$ cat src/rtl/load_store_unit.sv
// RV32I load/store unit driving a byte-banked memory: one request at a time,
// lane steering and byte enables for stores, extraction and extension for loads.
module load_store_unit #(
  parameter int DATA_WIDTH = 32,
  parameter int RAM_AMOUNT = 4
) (
  input  logic                  clk,
  input  logic                  rst,
  input  logic                  req_valid,
  output logic                  req_ready,
  input  logic                  req_store,
  input  logic [2:0]            req_funct3,
  input  logic [DATA_WIDTH-1:0] req_addr,
  input  logic [DATA_WIDTH-1:0] req_wdata,
  output logic                  resp_valid,
  output logic [DATA_WIDTH-1:0] resp_rdata,
  output logic                  resp_err,
  output logic                  mem_we,
  output logic                  mem_rd,
  output logic [RAM_AMOUNT-1:0] mem_ctrl,
  output logic [DATA_WIDTH-1:0] mem_addr,
  output logic [DATA_WIDTH-1:0] mem_di,
  input  logic [DATA_WIDTH-1:0] mem_dout,
  input  logic                  mem_dout_ready
);

  localparam logic [1:0] IDLE   = 2'd0;
  localparam logic [1:0] ACCESS = 2'd1;
  localparam logic [1:0] RDATA  = 2'd2;
  localparam logic [1:0] RESP   = 2'd3;
  localparam int LANES = DATA_WIDTH / 8;

  function automatic logic req_bad(input logic store, input logic [2:0] f3,
                                   input logic [1:0] lo);
    logic illegal;
    logic misaligned;
    if (store) illegal = (f3 > 3'b010);
    else       illegal = (f3 == 3'b011) || (f3 == 3'b110) || (f3 == 3'b111);
    misaligned = ((f3[1:0] == 2'b01) && lo[0]) ||
                 ((f3[1:0] == 2'b10) && (lo != 2'b00));
    return illegal || misaligned;
  endfunction

  function automatic logic [DATA_WIDTH-1:0] store_lanes(input logic [1:0] f3,
                                                        input logic [DATA_WIDTH-1:0] wd);
    case (f3)
      2'b00:   return {LANES{wd[7:0]}};
      2'b01:   return {(LANES/2){wd[15:0]}};
      default: return wd;
    endcase
  endfunction

  function automatic logic [3:0] byte_enables(input logic [1:0] f3, input logic [1:0] lo);
    case (f3)
      2'b00:   return 4'b0001 << lo;
      2'b01:   return lo[1] ? 4'b1100 : 4'b0011;
      default: return 4'b1111;
    endcase
  endfunction

  function automatic logic [DATA_WIDTH-1:0] load_extract(input logic [2:0] f3,
                                                         input logic [1:0] lo,
                                                         input logic [DATA_WIDTH-1:0] word);
    logic signed [7:0]  b;
    logic signed [15:0] h;
    b = word[{lo, 3'b000} +: 8];
    h = lo[1] ? word[16 +: 16] : word[0 +: 16];
    case (f3)
      3'b000:  return DATA_WIDTH'(b);
      3'b001:  return DATA_WIDTH'(h);
      3'b100:  return DATA_WIDTH'($unsigned(b));
      3'b101:  return DATA_WIDTH'($unsigned(h));
      default: return word;
    endcase
  endfunction

  logic [1:0] state;
  logic       store_p0;
  logic [2:0] funct3_p0;
  logic [1:0] addr_lo_p0;
  logic       bad;
  logic       in_access;

  assign bad = req_bad(req_store, req_funct3, req_addr[1:0]);

  // Stage p0: request capture on acceptance
  always_ff @(posedge clk) begin
    if (state == IDLE && req_valid) begin
      store_p0   <= req_store;
      funct3_p0  <= req_funct3;
      addr_lo_p0 <= req_addr[1:0];
    end
  end

  always_ff @(posedge clk) begin
    if (rst) begin
      state      <= IDLE;
      resp_rdata <= '0;
      resp_err   <= 1'b0;
      mem_addr   <= '0;
      mem_di     <= '0;
    end else begin
      case (state)
        IDLE: begin
          if (req_valid) begin
            resp_rdata <= '0;
            resp_err   <= bad;
            if (!bad) begin
              mem_addr <= {req_addr[DATA_WIDTH-1:2], 2'b00};
              if (req_store) mem_di <= store_lanes(req_funct3[1:0], req_wdata);
            end
            state <= bad ? RESP : ACCESS;
          end
        end
        ACCESS: state <= store_p0 ? RESP : RDATA;
        RDATA: begin
          if (mem_dout_ready) begin
            resp_rdata <= load_extract(funct3_p0, addr_lo_p0, mem_dout);
            state      <= RESP;
          end
        end
        RESP: state <= IDLE;
      endcase
    end
  end

  // Strobes are gated by rst so an aborted store never reaches the banks
  assign in_access  = (state == ACCESS) && !rst;
  assign req_ready  = (state == IDLE);
  assign resp_valid = (state == RESP) && !rst;
  assign mem_we     = in_access && store_p0;
  assign mem_rd     = in_access && !store_p0;
  assign mem_ctrl   = in_access
                      ? RAM_AMOUNT'(store_p0 ? byte_enables(funct3_p0[1:0], addr_lo_p0) : 4'b1111)
                      : '0;

endmodule

$ cat config.mk
export PLATFORM = sky130hd
export DESIGN_NAME = load_store_unit
export DESIGN_NICKNAME = d
export VERILOG_FILES = /design/src/rtl/load_store_unit.sv
export SDC_FILE = /design/constraint.sdc
export NUM_CORES = 1
export LEC_CHECK = 0
export ABC_AREA = 0
export BUFFER_PORTS_ARGS = -buffer_cell sky130_fd_sc_hd__buf_2
export CORE_ASPECT_RATIO = 0.7
export CORE_MARGIN = 2
export CORE_UTILIZATION = 50
export DETAILED_ROUTE_END_ITERATION = 8
export PLACE_DENSITY = 0.85
export REMOVE_ABC_BUFFERS = 1
export SYNTH_ARGS = -nofsm -noshare
export SYNTH_HDL_FRONTEND = slang
export SYNTH_SLANG_ARGS = --single-unit
$ cat constraint.sdc
create_clock -name clk -period 3.4 [get_ports clk]
set_input_delay 0.68 -clock clk [delete_from_list [all_inputs] [get_ports clk]]
set_output_delay 0.68 -clock clk [all_outputs]
set_load 0.01 [all_outputs]
Yosys cells after proc, flatten, opt, wreduce, memory -nomap -nowiden
Cells that the tools add are included.

operators by class
  $lt $le $gt $ge = 1
  equal/unequal tests = 14
  shift-type cells = 2
  multiplexer cells = 16
  bitwise logic cells = 1
  reduce and logical (&&, ||, !) cells = 24

operators with widths
  cell                                                                  number
  32-bit case mux with 2 select lines                                   2
  32-bit case mux with 4 select lines                                   1
  32-bit 2-to-1 mux                                                     2
  32-bit by 6-bit indexed part select with 8-bit output                 1
  16-bit 2-to-1 mux                                                     1
  3-bit == test, second input constant                                  4
  4-bit 2-to-1 mux                                                      3
  2-bit case mux with 4 select lines                                    1
  4-bit case mux with 2 select lines                                    1
  1-bit logical AND                                                     7
  2-bit by 1-bit == test with 1-bit output, second input constant       3
  2-bit == test, second input constant                                  3
  2-bit logical NOT                                                     3
  2-bit 2-to-1 mux                                                      3
  3-bit AND reduction                                                   2
  1-bit logical OR                                                      4
  2-bit != test, second input constant                                  2
  2-bit AND reduction                                                   2
  4-bit AND reduction                                                   1
  2-bit nonzero test                                                    2
  1-bit by 2-bit left shift with 4-bit output, first input constant     1
  3-bit by 1-bit == test with 1-bit output, second input constant       1
  3-bit by 2-bit == test with 1-bit output, second input constant       1
  3-bit by 2-bit > comparator with 1-bit output, second input constant  1
  other kinds (4)                                                       6

word-level totals
  bits in registers = 103
  bits of input ports = 104

Longest topological paths before layout
Gate-level depths: netlist of the first run.

  depth after elaboration = 8
  depth in mapped cells = 9

Worst setup path before layout of the first run
Ideal clock, no wire load.

  path kind = reg-to-reg
  start point = register state[0]
  end point = register resp_rdata[20]
  setup time = 0.058 ns
  arrival = 2.117 ns
  path slack = 1.225 ns
  cell stages (with the launch flop) = 8
  buffers on the path = 1
  period minus slack after synthesis = 2.175 ns
  path through = dfxtp_1 inv_1 ha_1 and2b_1 or3_1 a2111oi_4 buf_6 a221o_2

between the ends
  longest elaborated chain between the ends = 3

ends and longest elaborated chain
  item                                                                  line  text
  from (decl)                                                           77    logic [1:0] state;
  from (signal assigned)                                                112   state <= bad ? RESP : ACCESS;
  from (signal assigned)                                                115   ACCESS: state <= store_p0 ? RESP : RDATA;
  2-bit logical NOT *                                                   n/a
  named net req_ready                                                   10    output logic req_ready,
  2-bit != test (no line) / 2-bit nonzero test (equally long branches)  n/a
  3-bit AND reduction (no line)                                         n/a
  to (signal assigned)                                                  118   resp_rdata <= load_extract(funct3_p0, addr_lo_p0, mem_dout);
  to (decl)                                                             16    output logic [DATA_WIDTH-1:0] resp_rdata,

Mark *: on every way through the listed nets, which the timed path passes. The rest lies on a longest branch.
A chain may end at the register's enable or synchronous reset.

Final worst setup path of the first run
  start point = register addr_lo_p0[1]
  end point = output port mem_ctrl[1]

between the ends
  longest elaborated chain between the ends = 4

ends and longest elaborated chain
  item                                                                                    line    text
  from (decl)                                                                             80      logic [1:0] addr_lo_p0;
  from (signal assigned)                                                                  91      addr_lo_p0 <= req_addr[1:0];
  4-bit 2-to-1 mux / 1-bit by 2-bit left shift with 4-bit output (equally long branches)  56, 55
  4-bit case mux with 2 select lines *                                                    54      case (f3)
  4-bit 2-to-1 mux * (2 in a row)                                                         134     ? RAM_AMOUNT'(store_p0 ? byte_enables(funct3_p0[1:0], addr_lo_p0) : 4'b1111)
  to (decl)                                                                               20      output logic [RAM_AMOUNT-1:0] mem_ctrl,

Every way passes the cells marked *; elsewhere a longest branch is shown, timed or not.

==> results of run 1 <==
[layer usage]
layer / vias up / track usage
li1: 2120 / -
met1: 2044 / 0.329
met2: 158 / 0.418
met3: 23 / 0.0574
met4: 0 / 0.0854
met5: - / 0
[flip-flops by register name (all words and copies together), names as in the netlist]
signal      flops
addr_lo_p0      2
funct3_p0       3
mem_addr       30
mem_di         32
resp_err        1
resp_rdata     32
state           2
store_p0        1
[worst paths after layout]
path	endpoint	start	cells after the start	slack (ns)
max	mem_ctrl[1]	addr_lo_p0[1]$_DFFE_PP_	4	0.94
min reg2reg	mem_di[4]$_SDFFE_PP0P_	mem_di[4]$_SDFFE_PP0P_	2	0.45
max reg2reg	resp_rdata[12]$_SDFFE_PP0P_	addr_lo_p0[1]$_DFFE_PP_	4	1.05
min	mem_di[4]$_SDFFE_PP0P_	mem_di[4]$_SDFFE_PP0P_	2	0.45
[kinds of logic after synthesis]
| kind of cell | Yosys count |
|---|---|
| AOI/OAI and AO/OA | 131 |
| adders and majority gates | 4 |
| buffers and inverters | 47 |
| DFF | 103 |
| muxes | 55 |
| other | 1 |
| and+or+nand+nor | 144 |
[cell usage after synthesis (all sizes together), types with 2 or more instances]
master,instances
clkbuf,24
nor2,58
o211ai,7
dfxtp,97
ha,4
o2bb2ai,6
a221o,18
nor3,4
edfxtp,6
buf,14
inv,9
o221ai,3
a2111oi,3
a311oi,8
a22o,6
nand2,63
nor2b,4
nand2b,6
mux2i,53
a221oi,2
o21ai,22
a21oi,35
a211oi,10
or3b,2
a32o,2
a21o,6
[per-stage QoR]
stage / instance area, um^2 / hold slack [ns]
2_1_floorplan: 4340 / 0.474
6_report: 5920 / 0.452
3_5_place_dp: 5620 / 0.443
5_1_grt: 5920 / 0.474
4_1_cts: 5920 / 0.453
3_3_place_gp: 5620 / 0.439
[worst min-delay path, delay by kind of cell (launching register included)]
| family | cells | cell delay, ns |
|---|---|---|
| AO/OA/AOI/OAI | 1 | 0.05 |
| flip-flops | 1 | 0.31 |
| AND/OR/NAND/NOR | 1 | 0.05 |
[power groups by stage]
stage | logic [mW] | registers (mW) | clock network [mW]
finish | 0.887 | 1.45 | 1.02
global route | 0.970 | 1.46 | 1.09
CTS | 0.887 | 1.44 | 1.04
detailed placement | 0.882 | 1.47 | 0
global placement | 0.849 | 1.46 | 0
floorplan | 0.493 | 1.50 | 0
[final cells by class]
class                   count  area share
clock inverters             6     0.00845
inverters                   9     0.00571
well taps                 120      0.0254
multi-input cells         336       0.372
flip-flops and latches    103       0.358
repair buffers            217       0.188
clock buffers              10      0.0423
==> metrics, run 1 <==
status=complete, no violations; post-synthesis compound-gate area fraction=0.213; total power=approximately 3.4 mW; Slowest-stage cell, CP=edfxtp_1; RSZ-0062 raised after global routing=false; worst slew pin tran=0.792 ns; EDFF count, synth=6; setup TNS=0 ns; core area=8620 um^2; pwr/cell area=566 nW/um^2; All-Layer GR Usage=0.253; Antenna Nets Post-Route=0; top cells by area, synth=dfxtp_1 43%, mux2i_1 12%, nand2_1 5.2%; Critical Path AT=1.78 ns; DP HPWL=9.38 mm; Root Buffer=clkbuf_16; mux cell area share after synthesis=0.125; row cnt=28; main combinational cell family by area after synthesis=compound AO/OA/AOI/OAI gates; CTS tree=yes; DIE HEIGHT=83.5 um; Placer Congestion=0.855; Simple-Gate Fraction of Synth Area=0.134; Sw Ratio=0.326; post-cts resize count=0; VDD IR max=0.341 mV; Critical Path RT=2.72 ns; Seq/Total Area, Yosys=0.470; flops & latches, synth=103; vias in the first global route=around 4200; fillers=700; xor and xnor area share after synthesis=0; H-Tree Depth=3; Mapped Avg Cell Area=9.31 um^2; antenna violations before repair=0; Clock Skews=0.00605 ns; Min-Delay Path Class=reg -> reg; DIE AREA=9820 um^2; Final Hold Viols=0; crit-path max cell delay=0.87 ns; Synth Flop Type=dfxtp_1; top-area cell type share of the netlist area=0.430; most frequent cells in the layout=206 x buf_2, 97 x dfxtp_1, 63 x nand2_1, 58 x nor2_1, 53 x mux2i_1; Synth Instances=485; Reg area=roughly 2100 um^2; footprint of the multi-input gates=2200 um^2; IO Pins=approximately 210; Final WS setup=0.942 ns; post-synthesis adder-cell area fraction=0.0111; Async SR Flop Fraction=0; CTS Hold Buffers Added=0; met3 wire len=794 um; # port buffers=206; Initial Util=0.524; CP endpoint kind=primary output; DR iter-0 viols=324; worst-path fanout max=17; largest net degree at the start of global routing=65; area leader, netlist=dfxtp_1; count of different cell masters after synthesis=45; DRC Markers=0; non-filler instance count after layout=801; layout cells sized above 1=0.364; TritonCTS buffer count=9; sequential power share=0.432; Tmin final=between 2 and 2.5 ns; grt total ovfl=0; crit path buf inv count=2; routed length on met2=6.12 mm; DRT Pass-1 Iters=5; synth warn=0; final WL=12.8 mm; P_sw=1.09 mW; clock sink count=103; Crit path max-delay family=flip-flops; clock-pin slew on the worst setup and hold paths=around 0.070 ns; area delta synth->final=31.1%; Logic pwr share=0.265; post-route core utilization=0.687; clock share of power=0.303; CP Launch Type=flip-flop; mapped cell area=4510 um^2; Max Clk Rate=407 MHz; first-pass GRT wire length=a little over 20 mm; Final #Nets=784; via count=4345; Final setup viols=0; drt wl/cell=16.0 um; number of antenna repair diodes=0; final period utilization=0.723; clock buffer depth=2; Leak=between 2 and 3 nW; Place WS=0.923 ns; DRT met1 WL=5.62 mm; top sig layer=met4; max-cap violations=0; Post-CTS Setup Inserts=0; die width=118 um; cell breakdown of the critical path=inv_1 -> o21ai_0 -> a21oi_1 -> buf_2; headroom to the max-slew limit=0.472; cell internal pwr=approximately 2.3 mW; Via-to-Cell Ratio=5.42; most common cell after layout, fill and taps aside=buf_2; latest clock arrival within the worst-skew pair=0.34 ns; class of the most critical setup path=reg -> out; dpl cells=785; final slew viol count=0
Note: power is estimated with default switching activity, not from simulation.
==> run 2, diff against run 1 <==
CORE_UTILIZATION = 42   (was 50)
PLACE_DENSITY = 0.76   (was 0.85)
clock period = 2.2 ns   (was 3.4 ns; I/O delays follow)
==> run 2 against run 1 <==
Flip-flop and latch count did not move. First-iteration DRC count fell by 7.4%. Final cell count rose by 3.2%. Die area rose by 18%. Global-route usage fell by 2.8 points. Via count rose by 2.8%. Cell area rose by 3.9%. Clock skew rose by 0.0029 ns.
==> metrics, run 2 (synthesis gave the netlist of run 1 again) <==
final WL=13.6 mm (was 12.8 mm); Antenna Nets Post-Route=0 (unchanged); TritonCTS buffer count=9 (unchanged); Sw Ratio=0.319 (was 0.326); clock share of power=0.325 (was 0.303); vias in the first global route=4226 (was 4198); Via-to-Cell Ratio=5.40 (was 5.42); DRT Pass-1 Iters=5 (unchanged); DIE AREA=11600 um^2 (was 9820 um^2); setup TNS=0 ns (unchanged); Final #Nets=798 (was 784); CTS Hold Buffers Added=0 (unchanged); DRC Markers=0 (unchanged); DIE HEIGHT=90.7 um (was 83.5 um); cell breakdown of the critical path=inv_1 -> ha_2 -> and2b_2 -> or3_4 -> a2111oi_4 -> buf_6 -> a221o_2 (was inv_1 -> o21ai_0 -> a21oi_1 -> buf_2); clock sink count=103 (unchanged); pwr/cell area=903 nW/um^2 (was 566 nW/um^2); die width=128 um (was 118 um); via count=4465 (was 4345); CTS tree=yes (unchanged); cell internal pwr=3.78 mW (was 2.26 mW); max-cap violations=0 (unchanged); sequential power share=0.396 (was 0.432); IO Pins=209 (unchanged); Clock Skews=0.00890 ns (was 0.00605 ns); most frequent cells in the layout=206 x buf_2, 97 x dfxtp_1, 63 x nand2_1, 58 x nor2_1, 53 x mux2i_1 (unchanged); class of the most critical setup path=reg -> reg (was reg -> out); Slowest-stage cell, CP=or3_4 (was edfxtp_1); Tmin final=roughly 2.1 ns; core area=10400 um^2 (was 8620 um^2); final period utilization=0.951; layout cells sized above 1=0.383 (was 0.364); H-Tree Depth=3 (unchanged); latest clock arrival within the worst-skew pair=0.35 ns (was 0.34 ns); P_sw=1.77 mW (was 1.09 mW); Critical Path AT=2.38 ns (was 1.78 ns); All-Layer GR Usage=0.225 (was 0.253); Place WS=-0.236 ns (was 0.923 ns); antenna violations before repair=0 (unchanged); worst-path fanout max=8 (was 17); VDD IR max=0.421 mV (was 0.341 mV); drt wl/cell=16.4 um (was 16.0 um); worst slew pin tran=0.698 ns (was 0.792 ns); RSZ-0062 raised after global routing=false (unchanged); Final WS setup=0.109 ns (was 0.942 ns); clock-pin slew on the worst setup and hold paths=0.07 ns (about the same); Final setup viols=0 (unchanged); area delta synth->final=36.3% (was 31.1%); most common cell after layout, fill and taps aside=buf_2 (unchanged); CP endpoint kind=flip-flop (was primary output); Regs by FF count=mem_di: 32 flops, resp_rdata: 32 flops, mem_addr: 30 flops (unchanged); total power=5.55 mW (was 3.35 mW); Logic pwr share=0.279 (was 0.265); grt total ovfl=0 (unchanged); CP Launch Type=flip-flop (unchanged); row cnt=31 (was 28); final slew viol count=0 (unchanged); Placer Congestion=0.897 (was 0.855); crit-path max cell delay=0.41 ns (was 0.87 ns); DP HPWL=9.89 mm (was 9.38 mm); Initial Util=0.434 (was 0.524); status=complete, no violations (unchanged); Min-Delay Path Class=in -> reg (was reg -> reg); Max Clk Rate=478 MHz; DR iter-0 viols=300 (was 324); clock buffer depth=2 (unchanged); Leak=3.09 nW (was 2.98 nW); Root Buffer=clkbuf_16 (unchanged); headroom to the max-slew limit=0.532 (was 0.472); Final Hold Viols=0 (unchanged); # port buffers=206 (unchanged); largest net degree at the start of global routing=66 (was 65); number of antenna repair diodes=0 (unchanged); first-pass GRT wire length=21.0 mm (was 20.3 mm); Critical Path RT=2.49 ns (was 2.72 ns)
==> run 2: per-layer routing <==
layer  wire length (um)  vias to the layer above  GRT usage
met5                  0                        -          0
met4                229                        0     0.0733
met3               1010                       22     0.0557
met2               6400                      187      0.364
met1               5960                     2110      0.295
li1                   -                     2146          -
==> run 2: what timing repair did <==
| action | CTS | global route |
|---|---|---|
| buffers inserted | 0 | 0 |
| setup endpoints to repair | 30 | 27 |
| hold endpoints to repair | 0 | 0 |
| gates resized for setup | 2 | 7 |
| cloned | 0 | 3 |
| pin swaps | 0 | 1 |
==> run 2: final cells by class <==
cell class              instances  area, um^2
well taps                     132         165
flip-flops and latches        103        2120
multi-input cells             337        2230
inverters                       9        33.8
fillers                       887        4240
clock inverters                 6         100
clock buffers                  10         239
repair buffers                230        1260
==> run 2: worst max-delay path, delay by kind of cell (launching register included) <==
family | cells | cell delay (ns)
flip-flops | 1 | 0.40
AND/OR/NAND/NOR | 2 | 0.65
adder cells (fa/ha/maj) | 1 | 0.20
AO/OA/AOI/OAI | 2 | 0.49
buffers and inverters | 2 | 0.31
==> run 2: stage by stage <==
step / hold slack [ns] / util / cells / instance area [um^2]
floorplan: 0.474 / - / 448 / 4340
global placement: 0.441 / 0.552 / 808 / 5740
detailed placement: 0.447 / 0.552 / 808 / 5740
CTS: 0.308 / 0.586 / 824 / 6090
global route: 0.309 / 0.592 / 827 / 6150
finish: 0.320 / 0.592 / 827 / 6150
==> run 2: power by group through the flow <==
stage	sequential, mW	clock [mW]	combinational [mW]
final	2.20	1.81	1.55
after global routing	2.22	1.90	1.69
after floorplan	2.31	0	0.762
after global placement	2.23	0	1.42
after detailed placement	2.23	0	1.47
after CTS	2.20	1.83	1.49
==> run 2: worst paths after layout <==
path	start	cells past startpoint	slack (ns)	endpoint
max	state[1]$_SDFFE_PP0P_	7	0.11	resp_rdata[17]$_SDFFE_PP0P_
min	req_funct3[2]	1	0.32	funct3_p0[2]$_DFFE_PP_
max reg2reg	state[1]$_SDFFE_PP0P_	7	0.11	resp_rdata[17]$_SDFFE_PP0P_
min reg2reg	mem_di[6]$_SDFFE_PP0P_	2	0.46	mem_di[6]$_SDFFE_PP0P_
==> run 3, diff against run 2 <==
CORE_UTILIZATION = 50   (was 42)
PLACE_DENSITY = 0.85   (was 0.76)
clock period = 2.7 ns   (was 2.2 ns; I/O delays follow)
==> run 3 against run 2 <==
Critical path depth unchanged. Fmax decreased by 6.0%. Wire length fell by 5.3%. Setup slack improved by 0.37 ns. Cell area down 2.7%. First-iteration DRC count rose by 20%. Combinational power fell by 24%. Largest cell class unchanged. Largest power group unchanged.
==> metrics, run 3 (synthesis gave the netlist of run 1 again) <==
status=complete, no violations (unchanged); worst-path fanout max=16 (was 8); largest net degree at the start of global routing=64 (was 66); critical path depth=7 (unchanged); CP endpoint kind=flip-flop (unchanged); worst slew pin tran=1.19 ns (was 0.698 ns); RSZ-0062 raised after global routing=false (unchanged); Post-CTS Setup Inserts=0 (unchanged); DIE AREA=9820 um^2 (was 11600 um^2); IO Pins=209 (unchanged); core area=8620 um^2 (was 10400 um^2); Crit path max-delay family=simple AND/OR/NAND/NOR gates (unchanged); total power=4.39 mW (was 5.55 mW); vias in the first global route=4347 (was 4226); Final setup viols=0 (unchanged); clock buffer depth=2 (unchanged); most frequent cells in the layout=206 x buf_2, 97 x dfxtp_1, 63 x nand2_1, 58 x nor2_1, 53 x mux2i_1 (unchanged); Placer Congestion=0.856 (was 0.897); All-Layer GR Usage=0.260 (was 0.225); die width=118 um (was 128 um); crit-path max cell delay=0.48 ns (was 0.41 ns); cell breakdown of the critical path=inv_1 -> ha_1 -> and2b_1 -> or3_1 -> a2111oi_4 -> buf_4 -> a221o_1 (was inv_1 -> ha_2 -> and2b_2 -> or3_4 -> a2111oi_4 -> buf_6 -> a221o_2); Initial Util=0.524 (was 0.434); via count=4414 (was 4465); Hold Crit Depth=1 (unchanged); CTS tree=yes (unchanged); most common cell after layout, fill and taps aside=buf_2 (unchanged); layout cells sized above 1=0.367 (was 0.383); routed length on met2=6.22 mm (was 6.40 mm); Min-Delay Path Class=in -> reg (unchanged); CP Launch Type=flip-flop (unchanged); area delta synth->final=32.6% (was 36.3%); worst r2r path cells=7 (unchanged); final period utilization=0.824 (was 0.951); dpl cells=788 (was 808); DIE HEIGHT=83.5 um (was 90.7 um); Clock Skews=0.00632 ns (was 0.00890 ns); final slew viol count=0 (unchanged); Leak=3.01 nW (was 3.09 nW); Regs by FF count=mem_di: 32 flops, resp_rdata: 32 flops, mem_addr: 30 flops (unchanged); Final #Nets=787 (was 798); number of antenna repair diodes=0 (unchanged); drt wl/cell=16.0 um (was 16.4 um); class of the most critical setup path=reg -> reg (unchanged); max-cap violations=0 (unchanged); DRT met1 WL=5.44 mm (was 5.96 mm); DP HPWL=9.49 mm (was 9.89 mm); DRT Pass-1 Iters=5 (unchanged); VDD IR max=0.403 mV (was 0.421 mV); Critical Path AT=2.51 ns (was 2.38 ns); TritonCTS buffer count=9 (unchanged); row cnt=28 (was 31); final WL=12.9 mm (was 13.6 mm); non-filler instance count after layout=804 (was 827); met3 wire len=961 um (was 1.01 mm); pwr/cell area=734 nW/um^2 (was 903 nW/um^2); clock sink count=103 (unchanged); Critical Path RT=2.98 ns (was 2.49 ns); Via-to-Cell Ratio=5.49 (was 5.40); first-pass GRT wire length=21.0 mm (about the same); CTS Hold Buffers Added=0 (unchanged); crit path buf inv count=2 (unchanged); grt total ovfl=0 (unchanged); latest clock arrival within the worst-skew pair=0.34 ns (was 0.35 ns); Max Clk Rate=449 MHz (was 478 MHz); # port buffers=206 (unchanged); top sig layer=met4 (unchanged); Root Buffer=clkbuf_16 (unchanged); antenna violations before repair=0 (unchanged); Antenna Nets Post-Route=0 (unchanged); headroom to the max-slew limit=0.202 (was 0.532); Slowest-stage cell, CP=or3_1 (was or3_4); DR iter-0 viols=361 (was 300); post-cts resize count=0 (was 2); Final Hold Viols=0 (unchanged); clock-pin slew on the worst setup and hold paths=0.07 ns (about the same); H-Tree Depth=3 (unchanged); Tmin final=2.23 ns (was 2.09 ns); DRC Markers=0 (unchanged)
## run 3: worst reg2reg max path, stage by stage (launching register included)
cell	delay (ns)
dfxtp_1	0.41
inv_1	0.10
ha_1	0.20
and2b_1	0.21
or3_1	0.48
a2111oi_4	0.35
buf_4	0.27
a221o_1	0.15
## run 3: path summary, 6_finish.rpt
kind                                 endpoint  slack (ns)               startpoint
setup / recovery  resp_rdata[16]$_SDFFE_PP0P_        0.47    state[1]$_SDFFE_PP0P_
hold / removal        addr_lo_p0[1]$_DFFE_PP_        0.42              req_addr[1]
setup reg to reg  resp_rdata[16]$_SDFFE_PP0P_        0.47    state[1]$_SDFFE_PP0P_
hold reg to reg       mem_di[27]$_SDFFE_PP0P_        0.46  mem_di[27]$_SDFFE_PP0P_
## run 3: area by class of cell
cell class	instances	area, um^2
clock buffer	9	225
clock inverter	7	105
fill	670	2630
inverter	9	33.8
multi-input combinational	336	2200
sequential	103	2120
tap	120	150
timing repair buffer	220	1150
## run 3: metrics by stage
step           TNS, ns  cell area [um^2]  hold slack (ns)  utilization  worst slack, ns
2_1_floorplan   -11.87              4340            0.474            -           -0.396
3_3_place_gp         0              5650            0.438        0.656            0.411
3_5_place_dp         0              5650            0.445        0.656            0.320
4_1_cts              0              5980            0.409        0.694            0.491
5_1_grt              0              5980            0.414        0.694            0.368
6_report             0              5980            0.422        0.694            0.475
## run 3: per-layer routing
metal / track usage / vias to the layer above
met5: 0 / -
met4: 0.0865 / 0
met3: 0.0615 / 25
met2: 0.440 / 193
met1: 0.329 / 2070
li1: - / 2126
## run 3: report_power, final
part	total (mW)	leakage (nW)	internal [mW]	switching [mW]
Sequential	1.80	0.842	1.69	0.110
Combinational	1.18	2.01	0.489	0.687
Clock	1.42	0.158	0.825	0.594
Total	4.39	3.01	3.00	1.39
